==> src/rtl/led_pattern_sequencer_if.sv <==
// Control/status bundle between the LED pattern sequencer and its controller.
// The master drives the run controls; the slave (the sequencer) returns the address and pulses.
interface led_pattern_sequencer_if #(
  parameter int ADDR_WIDTH_BITS = 4,
  parameter int PRESCALE_WIDTH  = 24
);
  logic                       enable_i;
  logic [1:0]                 mode_i;
  logic [PRESCALE_WIDTH-1:0]  prescale_i;
  logic [ADDR_WIDTH_BITS-1:0] start_addr_i;
  logic [ADDR_WIDTH_BITS-1:0] end_addr_i;
  logic                       step_i;
  logic [ADDR_WIDTH_BITS-1:0] addr_o;
  logic                       step_o;
  logic                       wrap_o;
  logic                       busy_o;

  modport master (
    output enable_i, mode_i, prescale_i, start_addr_i, end_addr_i, step_i,
    input  addr_o, step_o, wrap_o, busy_o
  );

  modport slave (
    input  enable_i, mode_i, prescale_i, start_addr_i, end_addr_i, step_i,
    output addr_o, step_o, wrap_o, busy_o
  );
endinterface

==> src/rtl/led_pattern_sequencer.sv <==
// Walks a programmable address window (up, down, ping-pong or hold) at a prescaled
// rate, with manual single-stepping while idle. Drives the pattern memory address.
module led_pattern_sequencer #(
  parameter int ADDR_WIDTH_BITS = 4,
  parameter int PRESCALE_WIDTH  = 24
) (
  input  logic                  sys_clk,
  input  logic                  reset,
  led_pattern_sequencer_if.slave bus
);
  typedef enum logic {IDLE = 1'b0, RUN = 1'b1} state_t;

  localparam logic [ADDR_WIDTH_BITS-1:0] ADDR_ONE = {{(ADDR_WIDTH_BITS-1){1'b0}}, 1'b1};
  localparam logic [PRESCALE_WIDTH-1:0]  CNT_ONE  = {{(PRESCALE_WIDTH-1){1'b0}}, 1'b1};
  localparam logic [PRESCALE_WIDTH-1:0]  CNT_ZERO = {PRESCALE_WIDTH{1'b0}};
  localparam logic [ADDR_WIDTH_BITS-1:0] ADDR_ZERO = {ADDR_WIDTH_BITS{1'b0}};

  state_t                     state_q;
  logic [ADDR_WIDTH_BITS-1:0] addr_q, addr_d;
  logic                       dir_q, dir_d;   // 0 = moving up, 1 = moving down
  logic [PRESCALE_WIDTH-1:0]  cnt_q;
  logic                       step_q, step_d;
  logic                       wrap_q, wrap_d;
  logic                       busy_q;

  logic [ADDR_WIDTH_BITS-1:0] lo_s, hi_s;
  logic                       out_of_window_s;

  assign lo_s = bus.start_addr_i;
  assign hi_s = bus.end_addr_i;
  assign out_of_window_s = (addr_q < lo_s) || (addr_q > hi_s);

  // Result of one advance from the current position; only committed on an advancing edge.
  always_comb begin
    addr_d = addr_q;
    dir_d  = dir_q;
    step_d = 1'b0;
    wrap_d = 1'b0;
    if (bus.mode_i == 2'b11) begin
      addr_d = addr_q;
    end else if (lo_s > hi_s) begin
      addr_d = lo_s;
    end else begin
      step_d = 1'b1;
      case (bus.mode_i)
        2'b00: begin
          if (out_of_window_s || addr_q == hi_s) begin
            addr_d = lo_s;
            wrap_d = 1'b1;
          end else begin
            addr_d = addr_q + ADDR_ONE;
          end
        end
        2'b01: begin
          if (out_of_window_s || addr_q == lo_s) begin
            addr_d = hi_s;
            wrap_d = 1'b1;
          end else begin
            addr_d = addr_q - ADDR_ONE;
          end
        end
        2'b10: begin
          if (out_of_window_s) begin
            addr_d = dir_q ? hi_s : lo_s;
            wrap_d = 1'b1;
          end else if (lo_s == hi_s) begin
            addr_d = lo_s;
            wrap_d = 1'b1;
          end else if (!dir_q) begin
            if (addr_q == hi_s) begin
              addr_d = hi_s - ADDR_ONE;
              dir_d  = 1'b1;
              wrap_d = 1'b1;
            end else begin
              addr_d = addr_q + ADDR_ONE;
            end
          end else begin
            if (addr_q == lo_s) begin
              addr_d = lo_s + ADDR_ONE;
              dir_d  = 1'b0;
              wrap_d = 1'b1;
            end else begin
              addr_d = addr_q - ADDR_ONE;
            end
          end
        end
        default: begin
          addr_d = addr_q;
          step_d = 1'b0;
        end
      endcase
    end
  end

  // IDLE/RUN sequencer with prescaler and registered outputs.
  always_ff @(posedge sys_clk or negedge reset) begin
    if (!reset) begin
      state_q <= IDLE;
      addr_q  <= ADDR_ZERO;
      dir_q   <= 1'b0;
      cnt_q   <= CNT_ZERO;
      step_q  <= 1'b0;
      wrap_q  <= 1'b0;
      busy_q  <= 1'b0;
    end else begin
      case (state_q)
        IDLE: begin
          cnt_q  <= CNT_ZERO;
          step_q <= 1'b0;
          wrap_q <= 1'b0;
          if (bus.enable_i) begin
            state_q <= RUN;
            busy_q  <= 1'b1;
            addr_q  <= (bus.mode_i == 2'b01) ? hi_s : lo_s;
            dir_q   <= (bus.mode_i == 2'b01);
          end else if (bus.step_i) begin
            addr_q <= addr_d;
            dir_q  <= dir_d;
            step_q <= step_d;
            wrap_q <= wrap_d;
          end else begin
            busy_q <= 1'b0;
          end
        end
        RUN: begin
          if (!bus.enable_i) begin
            // A step falling due on the disabling edge is intentionally dropped.
            state_q <= IDLE;
            busy_q  <= 1'b0;
            cnt_q   <= CNT_ZERO;
            step_q  <= 1'b0;
            wrap_q  <= 1'b0;
          end else if (cnt_q >= bus.prescale_i) begin
            cnt_q  <= CNT_ZERO;
            addr_q <= addr_d;
            dir_q  <= dir_d;
            step_q <= step_d;
            wrap_q <= wrap_d;
          end else begin
            cnt_q  <= cnt_q + CNT_ONE;
            step_q <= 1'b0;
            wrap_q <= 1'b0;
          end
        end
        default: begin
          state_q <= IDLE;
          busy_q  <= 1'b0;
        end
      endcase
    end
  end

  assign bus.addr_o = addr_q;
  assign bus.step_o = step_q;
  assign bus.wrap_o = wrap_q;
  assign bus.busy_o = busy_q;
endmodule
==> src/flat_wrapper.sv <==
// flat-port wrapper written by rule: the top's interface ports become plain ports
module led_pattern_sequencer_flat 
#(
  parameter int ADDR_WIDTH_BITS = 4,
  parameter int PRESCALE_WIDTH  = 24
)
  (sys_clk, reset, bus_enable_i, bus_mode_i, bus_prescale_i, bus_start_addr_i, bus_end_addr_i, bus_step_i, bus_addr_o, bus_step_o, bus_wrap_o, bus_busy_o);
  led_pattern_sequencer_if #(.ADDR_WIDTH_BITS(ADDR_WIDTH_BITS), .PRESCALE_WIDTH(PRESCALE_WIDTH)) bus_i ();
  input  logic sys_clk;
  input  logic reset;
  input wire logic [$bits(bus_i.enable_i)-1:0] bus_enable_i;
  input wire logic [$bits(bus_i.mode_i)-1:0] bus_mode_i;
  input wire logic [$bits(bus_i.prescale_i)-1:0] bus_prescale_i;
  input wire logic [$bits(bus_i.start_addr_i)-1:0] bus_start_addr_i;
  input wire logic [$bits(bus_i.end_addr_i)-1:0] bus_end_addr_i;
  input wire logic [$bits(bus_i.step_i)-1:0] bus_step_i;
  output wire logic [$bits(bus_i.addr_o)-1:0] bus_addr_o;
  output wire logic [$bits(bus_i.step_o)-1:0] bus_step_o;
  output wire logic [$bits(bus_i.wrap_o)-1:0] bus_wrap_o;
  output wire logic [$bits(bus_i.busy_o)-1:0] bus_busy_o;
  assign bus_i.enable_i = bus_enable_i;
  assign bus_i.mode_i = bus_mode_i;
  assign bus_i.prescale_i = bus_prescale_i;
  assign bus_i.start_addr_i = bus_start_addr_i;
  assign bus_i.end_addr_i = bus_end_addr_i;
  assign bus_i.step_i = bus_step_i;
  assign bus_addr_o = bus_i.addr_o;
  assign bus_step_o = bus_i.step_o;
  assign bus_wrap_o = bus_i.wrap_o;
  assign bus_busy_o = bus_i.busy_o;
  led_pattern_sequencer #(.ADDR_WIDTH_BITS(ADDR_WIDTH_BITS), .PRESCALE_WIDTH(PRESCALE_WIDTH)) u_core (.sys_clk(sys_clk), .reset(reset), .bus(bus_i));
endmodule
==> config.mk <==
export PLATFORM = sky130hd
export DESIGN_NAME = led_pattern_sequencer_flat
export DESIGN_NICKNAME = d
export VERILOG_FILES = /design/src/rtl/led_pattern_sequencer_if.sv /design/src/rtl/led_pattern_sequencer.sv /design/src/flat_wrapper.sv
export SDC_FILE = /design/constraint.sdc
export NUM_CORES = 1
export LEC_CHECK = 0
export BUFFER_PORTS_ARGS = -buffer_cell sky130_fd_sc_hd__buf_2
export CORE_ASPECT_RATIO = 1.5
export CORE_UTILIZATION = 40
export CTS_BUF_LIST = sky130_fd_sc_hd__clkbuf_2 sky130_fd_sc_hd__clkbuf_4 sky130_fd_sc_hd__clkbuf_8
export DETAILED_ROUTE_END_ITERATION = 8
export PLACE_DENSITY = 0.67
export SLEW_MARGIN = 20
export SYNTH_ARGS = -nofsm -noshare
export SYNTH_HDL_FRONTEND = slang
export SYNTH_SLANG_ARGS = --single-unit
export TNS_END_PERCENT = 50
==> constraint.sdc <==
create_clock -name sys_clk -period 2.15 [get_ports sys_clk]
set_input_delay 0.1075 -clock sys_clk [delete_from_list [all_inputs] [get_ports sys_clk]]
set_output_delay 0.1075 -clock sys_clk [all_outputs]
set_load 0.05 [all_outputs]
==> results.yml <==
grt:
  gr-usage-met3_pct: 1.935
  grt_pass1_wl_um: 16700
  grt_max_degree: 34
  grt_pass1_vias: 3665
  grtUsageMet2_pct: 46.73
  antenna_found_initial: 0
  grt_overflow: 0
  grt_use_total_pct: 24.52
  grt_use_met1_pct: 24.99
  grt_busiest_layer: "met2"
pwr:
  seqPwrFrac_pct: 23.5
  vdd_drop_max_uv: 462.8
  powerDensity_nw_per_um2: 665.4
  switchingPower_mw: 1.243
  clockPowerShare_pct: 20.1
  p_leak_nw: 2.255
  comb_power_share_pct: 56.4
  power.internal_mw: 1.869
  swShare_pct: 39.95
detailed_routing:
  routed_via_density: 5.499
  drtIter0Drc: 214
  remaining_drc_errors: 0
  ant_nets: 0
  wl_per_cell_um: 16.61
  wl_um: 10350
  first_pass_iters: 4
  dr_total_vias: 3426
finish:
  final_cell_mix: "85 x buf_4, 44 x buf_2, 38 x inv_1, 35 x ha_1, 29 x dfrtp_1"
  drive_gt1_share_pct: 39.96
  final_area_um2: 4677
  multi_input_area_um2: 2521
  antenna_cells: 0
  syn_to_final_growth_pct: 41.97
  final_common_cell: "buf_4"
  fin_nets: 596
  fill_cells: 737
  register_area_um2: 833.3
  finish.utilization_pct: 58.41
logic_synthesis:
  ys_seq_area_share_pct: 25.07
  synth_ff_type: "dfrtp_1"
  netlist_area_um2: 3294
  synthArstFlopShare_pct: 100.0
  synth_cell_types: 61
  ys_warn_count: 0
  ys_seq_elements: 33
  synthCells: 391
  synth-edff-count: 0
  syn_nets: 470
  syn_avg_cell_area_um2: 8.426
critical_path:
  cp_max_fo: 6
  cp-end-kind: "flop"
  cp.required_ns: 2.32
  critical_path_class: "reg -> reg"
  start_kind: "flop"
  rr_worst_depth: 9
  crit_arrival_ns: 2.61
timing:
  tightest_slew_ns: 0.8265
  setup_viol: 31
  fin_setup_tns_ns: -6.172
  hold_viol: 0
  fmax_ghz: 0.4099
  finClkSkew_ns: 0.006113
  fin_hold_ws_ns: 0.05384
  rsz0062_at_grt: "true"
  relSlewSlack_pct: 44.90
  slew_viol_final: 0
  fin_ws_ns: -0.2897
  post-route-min-period_ns: 2.440
  fin_crit_sh_pct: 113.5
place:
  dpl_cell_area_um2: 4194
  dp_slack_ns: -0.3021
  gp_congestion: 0.9279
  place_hpwl_um: 7786
  io_buffers: 44
outcome:
  violations: "negative setup slack"
  outcome: "finished with violations"
cts:
  cts_buffers: 5
  cts_tree: "done"
  cts_buffer_depth: 2
  clockRootBuffer: "clkbuf_8"
  clkLatencyLatePin_ns: 0.29
  clk_pin_slew_worst_paths_ns: 0.07
  cts.sinks: 33
  cts.htree.levels: 2
die:
  num_io_pins: 45
  die_h_um: 113.2
  placementRows: 40
  die_w_um: 76.10
  initial_core_util_pct: 41.14
  core_area_um2: 8008
  dieArea_um2: 8611
min_path:
  hold_depth: 1
  hold_path.class: "in -> reg"
flow_run:
  maxCapViolations: 0
cells by family after synthesis:
family	count (synthesis)	synth area share [%]
and+or+nand+nor	136	21.12
AOI/OAI and AO/OA	96	21.31
buffers and inverters	54	8.469
adders and majority gates	41	15.57
DFF	33	25.07
xor gates and xnor gates	29	7.710
muxes	2	0.7595
Yosys cell counts, drive strengths merged (7+ instances only):
| master | count | area (µm²) |
|---|---|---|
| dfrtp | 33 | 825.8 |
| xor2 | 17 | 148.9 |
| ha | 41 | 513.0 |
| buf | 7 | 52.54 |
| inv | 39 | 146.4 |
| o21ai | 15 | 86.34 |
| nand3 | 24 | 120.1 |
| nor2 | 41 | 156.4 |
| a21oi | 29 | 145.1 |
| clkbuf | 8 | 80.08 |
| nand2 | 25 | 93.84 |
| xnor2 | 12 | 105.1 |
| nor3 | 8 | 50.05 |
| nand4 | 13 | 81.33 |
per-stage QoR:
stage | power, mW | std cells
after floorplan | 1.676 | 391
after global placement | 2.171 | 604
after detailed placement | 2.200 | 604
after CTS | 2.942 | 618
after global routing | 3.281 | 623
final | 3.112 | 623
sequential cells by signal, indices dropped and copies added, names as in the netlist:
signal and cells:
u_core.dir_q 1, u_core.bus.step_o 1, u_core.bus.addr_o 4, u_core.cnt_q 24, u_core.bus.wrap_o 1, u_core.bus.busy_o 1
u_core.state_q 1
layout make-up:
class | instances | share of cell area, %
multi-input cells | 304 | 53.91
repair buffers | 134 | 19.72
flip-flops and latches | 33 | 17.82
inverters | 39 | 3.184
well taps | 105 | 2.809
clock buffers | 7 | 1.926
clock inverters | 1 | 0.6421
layer usage:
layer | vias up | share of wire, %
met5 | - | 0
met3 | 49 | 2.9
met2 | 106 | 54
met4 | 0 | 6.2
met1 | 1614 | 37
li1 | 1657 | -
repair_timing:
item	4_1_cts	5_1_grt
hold buffers	1	0
pin swaps	27	31
gates cloned	1	1
setup endpoints to repair	31	31
buffers inserted	4	4
endpoints found under the hold margin	33	0
resized for setup	19	51
path summary, 6_finish.rpt:
kind / startpoint / to / slack (ns)
max in group asynchronous: reset / u_core.bus.addr_o[1] / 1.08
worst max register to register: u_core.bus.addr_o[1] / u_core.bus.addr_o[2] / -0.29
worst max-delay path: u_core.bus.addr_o[1] / u_core.bus.addr_o[2] / -0.29
worst min-delay path: bus_enable_i / u_core.state_q / 0.05
min in group asynchronous: reset / u_core.cnt_q[17] / 0.45
worst min register to register: u_core.bus.busy_o / u_core.bus.busy_o / 0.53
power by group through the flow:
stage	Sequential (mW)	Combinational, mW	Clock, mW
floorplan	0.833	0.843	0
global placement	0.740	1.43	0
detailed placement	0.740	1.46	0
CTS	0.730	1.57	0.640
global route	0.738	1.89	0.658
finish	0.731	1.75	0.626
critical path, cell delays in order, from the launching register on:
cell and delay (ns):
dfrtp_4 0.52, ha_4 0.24, nor2b_4 0.12, o211a_4 0.25, o21ai_4 0.17, and2_4 0.22, a21oi_2 0.06, o2111a_1 0.22
o31a_1 0.27, mux2_4 0.25
(Power assumes the default switching activity.)
